<file path="config.mk">
export PLATFORM = sky130hd
export DESIGN_NAME = fetch_unit
export DESIGN_NICKNAME = d
export VERILOG_FILES = /design/src/rtl/fetch_unit.sv
export SDC_FILE = /design/constraint.sdc
export NUM_CORES = 1
export LEC_CHECK = 0
export CAP_MARGIN = 20
export CORE_MARGIN = 2
export CORE_UTILIZATION = 39
export CTS_BUF_LIST = sky130_fd_sc_hd__clkbuf_4 sky130_fd_sc_hd__clkbuf_8 sky130_fd_sc_hd__clkbuf_16
export DETAILED_ROUTE_END_ITERATION = 10
export MAX_ROUTING_LAYER = met4
export PLACE_DENSITY = 0.76
export SLEW_MARGIN = 5
export SYNTH_ARGS = -nofsm -noshare
export SYNTH_HDL_FRONTEND = slang
export SYNTH_SLANG_ARGS = --single-unit
</file>
<file path="constraint.sdc">
create_clock -name clk -period 2.15 [get_ports clk]
set_clock_uncertainty 0.05 [all_clocks]
set_input_delay 0.43 -clock clk [delete_from_list [all_inputs] [get_ports clk]]
set_output_delay 0.43 -clock clk [all_outputs]
set_load 0.05 [all_outputs]
</file>
<file path="src/rtl/fetch_unit.sv">
// fetch_unit: owns the PC, addresses a zero-latency instruction memory and
// presents registered instructions to decode over a valid/ready handshake.
`default_nettype none

module fetch_unit #(
  parameter logic [31:0] RESET_PC  = 32'h0000_0000,
  parameter int          MEM_WORDS = 256
) (
  input  logic        clk,
  input  logic        rst,
  output logic [31:0] imem_addr,
  input  logic [31:0] imem_data,
  input  logic        redirect_valid,
  input  logic [31:0] redirect_target,
  output logic        out_valid,
  input  logic        out_ready,
  output logic [31:0] out_instr,
  output logic [31:0] out_pc,
  output logic        fault,
  output logic [31:0] fetch_count
);

  typedef enum logic [0:0] {
    RUN   = 1'b0,
    FAULT = 1'b1
  } state_t;

  state_t      state_q;
  logic [31:0] pc_q;
  logic        out_valid_q;
  logic [31:0] out_instr_q;
  logic [31:0] out_pc_q;
  logic        fault_q;
  logic [31:0] fetch_count_q;

  logic [31:0] pc_plus4_d;
  logic [31:0] fetch_count_d;
  logic        pc_legal_d;
  logic        target_legal_d;
  logic        load_d;

  function automatic logic is_legal(input logic [31:0] addr);
    return (addr[1:0] == 2'b00) && ((addr >> 2) < 32'(MEM_WORDS));
  endfunction

  assign pc_plus4_d     = pc_q + 32'd4;
  assign fetch_count_d  = fetch_count_q + 32'd1;
  assign pc_legal_d     = is_legal(pc_q);
  assign target_legal_d = is_legal(redirect_target);
  assign load_d         = !out_valid_q || out_ready;

  always_ff @(posedge clk) begin
    if (rst) begin
      state_q       <= RUN;
      pc_q          <= RESET_PC;
      out_valid_q   <= 1'b0;
      out_instr_q   <= 32'd0;
      out_pc_q      <= 32'd0;
      fault_q       <= 1'b0;
      fetch_count_q <= 32'd0;
    end else begin
      case (state_q)
        RUN: begin
          // Redirect outranks loading: a held instruction is flushed even if accepted.
          if (redirect_valid) begin
            out_valid_q <= 1'b0;
            if (target_legal_d) begin
              pc_q <= redirect_target;
            end else begin
              state_q <= FAULT;
              fault_q <= 1'b1;
            end
          end else if (load_d) begin
            if (pc_legal_d) begin
              out_instr_q   <= imem_data;
              out_pc_q      <= pc_q;
              out_valid_q   <= 1'b1;
              pc_q          <= pc_plus4_d;
              fetch_count_q <= fetch_count_d;
            end else begin
              state_q     <= FAULT;
              fault_q     <= 1'b1;
              out_valid_q <= 1'b0;
            end
          end
        end
        FAULT: begin
          // Absorbing until reset.
          state_q <= FAULT;
        end
        default: begin
          state_q <= FAULT;
          fault_q <= 1'b1;
          out_valid_q <= 1'b0;
        end
      endcase
    end
  end

  assign imem_addr   = pc_q;
  assign out_valid   = out_valid_q;
  assign out_instr   = out_instr_q;
  assign out_pc      = out_pc_q;
  assign fault       = fault_q;
  assign fetch_count = fetch_count_q;

endmodule

`default_nettype wire
</file>
# Word level (Yosys, flattened, before mapping)
# Index checks and enable logic that the tools add are counted.
totals:
  wordCells: 44
  memories: 0
  out_inout_bits: 130
  register_bits: 131
  latch_bits: 0
  mem_bits_rw: 0
  rom_bits: 0
op_classes:
  muxes: 16
  bitwise: 2
  add_sub_neg: 2
  n_reduce_logical: 12
  n_lt_le_gt_ge: 2
  n_shift: 0
  n_eq_ne: 3
  n_div: 0
  n_mul: 0
ops:
  columns: ["op", "n"]
  rows:
  - ["32-bit two-way mux", 4]
  - ["30-bit by 9-bit less-than comparator with 1-bit output, second input constant", 2]
  - ["32-bit by 1-bit adder with 32-bit output, second input constant", 1]
  - ["32-bit by 3-bit adder with 32-bit output, second input constant", 1]
  - ["4-bit AND reduction", 3]
  - ["1-bit two-way mux", 11]
  - ["2-bit zero test", 2]
  - ["2-bit != test, second input constant", 2]
  - ["2-bit nonzero test", 2]
  - ["1-bit logical AND", 2]
  - ["2-bit by 1-bit != test with 1-bit output, second input constant", 1]
  - ["1-bit NOT", 2]
  - ["1-bit one-hot mux with 2 select lines", 1]
  - ["2-bit AND reduction", 1]
  - ["1-bit zero test", 1]
  - ["1-bit logical OR", 1]

# Longest topological paths before layout
# Gate-level depths: netlist of run 1.
depth:
  ltp_word: 6
  mapped_depth: 8

# Least setup slack after synthesis of run 1
# No wires, ideal clock.
synth_path:
  path_type: "register -> register"
  start: "reg pc_q[14] (netlist: imem_addr[14])"
  end: "reg fetch_count_q[8] (netlist: fetch_count[8])"
  path_buffers: 2
  period_less_slack_ns: 2.314
  required_ns: 1.972
  path_slack_ns: -0.164
  stages_incl_launch_ff: 9
  arrival_time_ns: 2.137
  cell_sequence: "dfxtp_1 -> or4_4 -> nor4_4 -> and3_1 -> buf_2 -> buf_4 -> nand4_1 -> xor2_1 -> nor2_1"
synth_between:
  elab_chain_len: 3
synth_rtl:
  columns: ["element", "line_no", "rtl"]
  rows:
  - ["start, declared", "29", "logic [31:0] pc_q;"]
  - ["start signal, assigned", "68", "pc_q <= redirect_target;"]
  - ["start signal, assigned", "78", "pc_q <= pc_plus4_d;"]
  - ["30-bit by 9-bit less-than comparator with 1-bit output", "43", "return (addr[1:0] == 2'b00) && ((addr >> 2) < 32'(MEM_WORDS));"]
  - ["1-bit logical AND", "43", null]
  - ["4-bit AND reduction (no source line)", null, null]
  - ["end signal, assigned", "79", "fetch_count_q <= fetch_count_d;"]
  - ["end, declared", "34", "logic [31:0] fetch_count_q;"]
# No other way between the ends.
# A chain may end at the register's enable or synchronous reset.

# Worst setup path after layout of run 1
layout_path:
  start: "reg pc_q[15] (netlist: imem_addr[15])"
  end: "reg fetch_count_q[24] (netlist: fetch_count[24])"
# The elaborated chain is that of the path after synthesis.

==> results.ini, run 1 <==
[status]
outcome=finished, violations left
violations=setup timing

[detailed_routing]
dr.pass1.iters=4
first_iter_violations=237
drt_wl_total_mm=15.9
remaining_drc_errors=0
vias=4843
vias_per_cell=4.96
ant_nets=0
wl_per_cell_microns=16.3

[setup_path]
reg2reg_depth=7
reg2reg_slack_ns=-0.08
cp_slowest_cell=or4_4
critPathBufInv=1
critPathKind=flop to flop
cp.required_ns=2.37
crit_fanout=6
rr_startpoint=imem_addr[15]
cp_common_cell=nor4_4
crit_path_cell_trace=or4_4 -> nor4_4 -> buf_4 -> nand4_4 -> nor4_4 -> xnor2_1 -> nor2_1
crit_family=simple AND/OR/NAND/NOR gates
cpPeakStageDelay_ns=0.54
r2r-end=fetch_count[24]
arrival_ns=2.45
endpoint_kind=flop
startpoint_type=flop

[sta]
finalCriticalPeriod_ns=2.23
tns_ns=-0.638
post-route-period-util_pct=104
hold_viol_final=0
finalSetupViolCount=17
maxSlewViolCount=0
fin_ws_ns=-0.0815
max_freq_mhz=448
tightestPinTransition_ns=0.772
relSlewSlack_pct=48.5
rsz0062_at_grt=yes

[logic_synthesis]
synth_area_sq_mm=0.00494
synth_cell_type_count=41
synthCells=554
yosysWarnings=0
synth_seq_cells=131
syn_area_per_cell_sq_um=8.92
syn_nets=624
ys_seq_area_share_pct=53.1

[place]
dp_hpwl_mm=9.82
portBuffers=197
gp_congestion=0.749
place_ws_ns=-0.388
placed_area_sq_mm=0.00725

[hold_path]
hp-start=out_instr[23]
whs_endpoint=out_instr[23]
hold_depth=2
min_path_type=flop to flop

[final_layout]
final_cell_mix=160 x clkdlybuf4s50_1, 116 x dfxtp_1, 55 x nand2_1
final_common_cell=clkdlybuf4s50_1
antenna_cells=0
layout-drive-gt1-share_pct=27.1
multi_input_area_sq_mm=0.00275
regArea_sq_mm=0.00265
nFillCells=915
nets=862
area_growth_pct=77.7
design_area_sq_mm=0.00878

[global_route]
overflow=0
grt_pass1_vias=4602
grt_use_total_pct=21.3
grt_max_degree=47
grt_pass1_wl_mm=21.9
grt_antenna_before_repair=0

[run]
maxCapViolCount=0

[clock_tree]
htree_levels=4
cts-root-buf=clkbuf_16
cts_tree=built
clkTransAtPathRegs_ns=0.06
clkLatencyLatePin_ns=0.41
cts_hold_buf=0
clockBufferDepth=2
clock-sinks=131
cts_buffers=17

[floorplanning]
die_y_microns=117
core_area_sq_mm=0.0125
die_w_microns=117
std_cell_rows=41
boundaryPins=198
initial_core_util_pct=39.5
design.die.area_sq_mm=0.0136

[power_and_ir_drop]
powerDensity_mw_per_mm2=723
vdd_drop_max_mv=0.518
leakagePower_nw=3.76

-- Yosys cell counts, drive strengths merged --
cell type | n | area share [%]
dfxtp | 131 | 53
nand2 | 97 | 7.4
and2 | 52 | 6.6
a21oi | 50 | 5.1
nor2 | 50 | 4.0
clkbuf | 21 | 1.6
nand3 | 20 | 2.0
nor4 | 19 | 3.1
xnor2 | 19 | 3.4
nand4 | 13 | 1.9
nor3 | 13 | 1.6
xor2 | 11 | 1.9
buf | 10 | 1.5
o21ai | 8 | 0.81
a211oi | 6 | 1.0
and3 | 6 | 0.76
inv | 6 | 0.46
o31ai | 5 | 0.76
nand2b | 3 | 0.38
ha | 2 | 0.51
nor2b | 2 | 0.25
or4 | 2 | 0.38
and4 | 1 | 0.18
mux2i | 1 | 0.20
nor3b | 1 | 0.15
nor4b | 1 | 0.18
o211a | 1 | 0.20
o21a | 1 | 0.30
o21bai | 1 | 0.15
or3 | 1 | 0.13
-- logic make-up after synthesis --
| logic type | count (synthesis) | synth area share (%) |
|---|---|---|
| AO/OA/AOI/OAI | 72 | 8.31 |
| XOR/XNOR | 30 | 5.32 |
| adder cells (fa/ha/maj) | 2 | 0.506 |
| buffers and inverters | 37 | 3.60 |
| flip-flops | 131 | 53.1 |
| multiplexers | 1 | 0.203 |
| AND/OR/NAND/NOR | 281 | 29.0 |
-- repair_timing --
item | CTS | global route
buffers inserted | 0 | 6
hold endpoints to repair | 0 | 0
gates cloned | 2 | 11
setup endpoints to repair | 82 | 120
gates resized for setup | 24 | 156
pin swaps | 6 | 71
-- worst reg2reg max path: stages, from the launching register on --
cell and delay [ns]:
dfxtp_2 0.31, or4_4 0.54, nor4_4 0.24, buf_4 0.18, nand4_4 0.20, nor4_4 0.35, xnor2_1 0.15, nor2_1 0.07
-- metal layers --
layer  vias to the layer above  wire length (microns)  GRT usage (%)
met4                         0                    391           8.94
met5                         -                      0              -
met1                      2308                   6640           24.3
met2                       160                   8020           34.9
met3                        30                    890           6.49
li1                       2345                      -              -
-- cell type report --
| cell class | count | share of cell area, % |
|---|---|---|
| Clock buffer | 20 | 5.37 |
| Clock inverter | 12 | 1.23 |
| Inverter | 6 | 0.257 |
| Multi-Input combinational cell | 387 | 31.3 |
| Sequential cell | 131 | 30.1 |
| Tap cell | 172 | 2.45 |
| Timing Repair Buffer | 249 | 29.2 |
-- how the worst max path moves through the flow --
stage               slack (ns)  depth (start not counted)      startpoint              end
floorplan                -0.01                          8   imem_addr[31]    imem_addr[12]
global placement         -0.28                          6  redirect_valid       out_pc[25]
finish                   -0.08                          7   imem_addr[15]  fetch_count[24]
CTS                      -0.08                          7   imem_addr[14]  fetch_count[21]
global route             -0.23                          8   imem_addr[15]  fetch_count[16]
detailed placement       -0.39                          6  redirect_valid       out_pc[29]
-- flip-flops by register name, indices dropped and copies added, names as in the netlist --
name         count
fault            1
fetch_count     32
imem_addr       32
out_instr       32
out_pc          32
out_valid        1
state_q          1
-- report_power, final --
part	internal, mW	switching, mW	total [mW]	leakage (nW)
combinational	0.437	0.574	1.01	2.41
sequential	2.50	0.0668	2.56	1.07
clock	1.70	1.07	2.77	0.280
total	4.63	1.71	6.34	3.76
-- metrics by stage --
step / utilization [%] / hold slack, ns / total power, mW / cells
4_1_cts: 63.1 / 0.404 / 6.16 / 960
6_report: 70.1 / 0.403 / 6.34 / 977
3_3_place_gp: 57.9 / 0.391 / 3.36 / 926
5_1_grt: 70.1 / 0.415 / 6.57 / 977
3_5_place_dp: 57.9 / 0.393 / 3.39 / 926
2_1_floorplan: - / 0.447 / 3.04 / 554
Power figures use the tool's default switching activity.
==> run 2: changes to the inputs <==
- PLACE_DENSITY: 0.76 -> not set
- PLACE_DENSITY_LB_ADDON: not set -> 0.25
==> run 2 against run 1 <==
  * The run still ends with setup timing left
  * Via count shrank 1.8%
  * Largest power group unchanged
  * Sequential share of layout area is 0.14 points higher
  * First-iteration DRC count increased by 19%
  * Critical path type unchanged
  * Register-to-register slack worse by 0.09 ns
  * Wire length shrank 5.2%
  * Critical endpoint is now fetch_count[29]
  * Fmax fell by 3.8%
==> results.ini, run 2 (same netlist as run 1, synthesis figures left out) <==
[detailed_routing]
vias=4755  ; -1.8%
vias_per_cell=4.87  ; -1.7%
remaining_drc_errors=0  ; unchanged
wl_per_cell_microns=15.5  ; -5.1%
drt_wl_total_mm=15.1  ; -5.2%
first_iter_violations=283  ; +19%
ant_nets=0  ; unchanged
dr.pass1.iters=4  ; unchanged

[global_route]
grt_antenna_before_repair=0  ; unchanged
grt_pass1_vias=4339  ; -5.7%
grt_use_total_pct=20.6  ; -0.73 points
grt_pass1_wl_mm=21.2  ; -3.6%
overflow=0  ; unchanged
grt_max_degree=43  ; -8.5%

[setup_path]
reg2reg_depth=7  ; unchanged
cp.required_ns=2.39  ; +0.02 ns
crit_path_cell_trace=or4_4 -> nor4_4 -> buf_4 -> nand4_2 -> nor4_2 -> xnor2_1 -> nor2_1
endpoint_kind=flop
arrival_ns=2.55  ; +0.10 ns
critPathKind=flop to flop
startpoint_type=flop
cpPeakStageDelay_ns=0.55  ; about the same
cp_slowest_cell=or4_4
crit_fanout=5  ; -1

[power_and_ir_drop]
powerDensity_mw_per_mm2=758  ; +4.9%
vdd_drop_max_mv=0.518  ; +0.14%
leakagePower_nw=3.61  ; -4.0%
power_mw=6.62  ; +4.4%

[clock_tree]
cts_buffers=17  ; unchanged
clock-sinks=131  ; unchanged
htree_levels=4  ; unchanged
clkTransAtPathRegs_ns=0.06  ; about the same
clkLatencyLatePin_ns=0.41  ; about the same
cts_tree=built
cts_hold_buf=0  ; unchanged
clockBufferDepth=2  ; unchanged
cts-root-buf=clkbuf_16

[sta]
fin_ws_ns=-0.169  ; -0.0873 ns
finalCriticalPeriod_ns=2.32  ; +0.0873 ns
tightestPinTransition_ns=0.643  ; -0.129 ns
finalSetupViolCount=97  ; +80
relSlewSlack_pct=57.1  ; +8.6 points
rsz0062_at_grt=yes
max_freq_mhz=431  ; -3.8%
hold_viol_final=0  ; unchanged
hold_slack_ns=0.386  ; -0.0176 ns
maxSlewViolCount=0  ; unchanged
post-route-period-util_pct=108  ; +4.1 points

[status]
outcome=finished, violations left
violations=setup timing

[floorplanning]
die_w_microns=117  ; unchanged
initial_core_util_pct=39.5  ; unchanged
boundaryPins=198  ; unchanged
die_y_microns=117  ; unchanged
core_area_sq_mm=0.0125  ; unchanged
std_cell_rows=41  ; unchanged
design.die.area_sq_mm=0.0136  ; unchanged

[final_layout]
regArea_sq_mm=0.00265  ; unchanged
final_cell_mix=166 x clkdlybuf4s50_1, 116 x dfxtp_1, 66 x nand2_1
area_growth_pct=76.8
fin_cells=976  ; -0.10%
layout-drive-gt1-share_pct=25.5  ; -1.6 points
nets=861  ; -0.12%
nFillCells=1009  ; +10%
multi_input_area_sq_mm=0.00268  ; -2.5%
fin_util_pct=69.8  ; -0.33 points
final_common_cell=clkdlybuf4s50_1
design_area_sq_mm=0.00874  ; -0.47%
antenna_cells=0  ; unchanged

[place]
portBuffers=197  ; unchanged
placed_area_sq_mm=0.00725  ; about the same
dp_cells=926  ; unchanged
gp_congestion=0.792  ; +5.7%
dp_hpwl_mm=9.62  ; -2.0%

[hold_path]
min_path_type=input port to flop
hold_depth=2  ; unchanged

[run]
maxCapViolCount=0  ; unchanged

==> run 2: power by group <==
part | leakage (nW) | internal [mW] | switching [mW] | total, mW
clock network | 0.312 | 2.03 | 1.05 | 3.08
registers | 1.07 | 2.50 | 0.0616 | 2.56
logic | 2.23 | 0.424 | 0.561 | 0.985
==> run 2: final cells by class <==
| type | instances | share of cell area [%] |
|---|---|---|
| clock buffers | 20 | 5.33 |
| clock inverters | 12 | 2.03 |
| inverters | 6 | 0.258 |
| multi-input cells | 389 | 30.7 |
| flip-flops and latches | 131 | 30.3 |
| well taps | 172 | 2.46 |
| repair buffers | 246 | 29.0 |
==> run 2: worst max-delay path, delay by kind of cell (launching register included) <==
kind,cells,cell delay (ns)
simple gates,5,1.44
buf+inv,1,0.19
xor+xnor,1,0.17
flops,1,0.34
==> run 2: worst paths after layout <==
check	start	endpoint	slack (ns)
max	imem_addr[31]	fetch_count[29]	-0.17
min	rst	imem_addr[8]	0.39
max reg2reg	imem_addr[31]	fetch_count[29]	-0.17
min reg2reg	out_instr[23]	out_instr[23]	0.40
==> run 2: what timing repair did <==
item	CTS	global route
gates resized for setup	36	126
hold endpoints to repair	0	0
setup endpoints to repair	51	105
cloned	2	7
setup buffers	4	5
pin swaps	9	75
==> run 2: stage by stage <==
stage | TNS [ns] | setup WS (ns)
after detailed placement | -27.13 | -0.415
after global placement | -18.34 | -0.297
after global routing | -16.33 | -0.298
after floorplan | -0.110 | -0.0137
final | -6.72 | -0.169
after CTS | -1.64 | -0.117
==> run 2: per-layer routing <==
layer	routed length (microns)	global-route usage [%]
met1	6400	24.6
met2	7750	32.9
met3	727	5.71
met4	229	8.24
met5	0	-
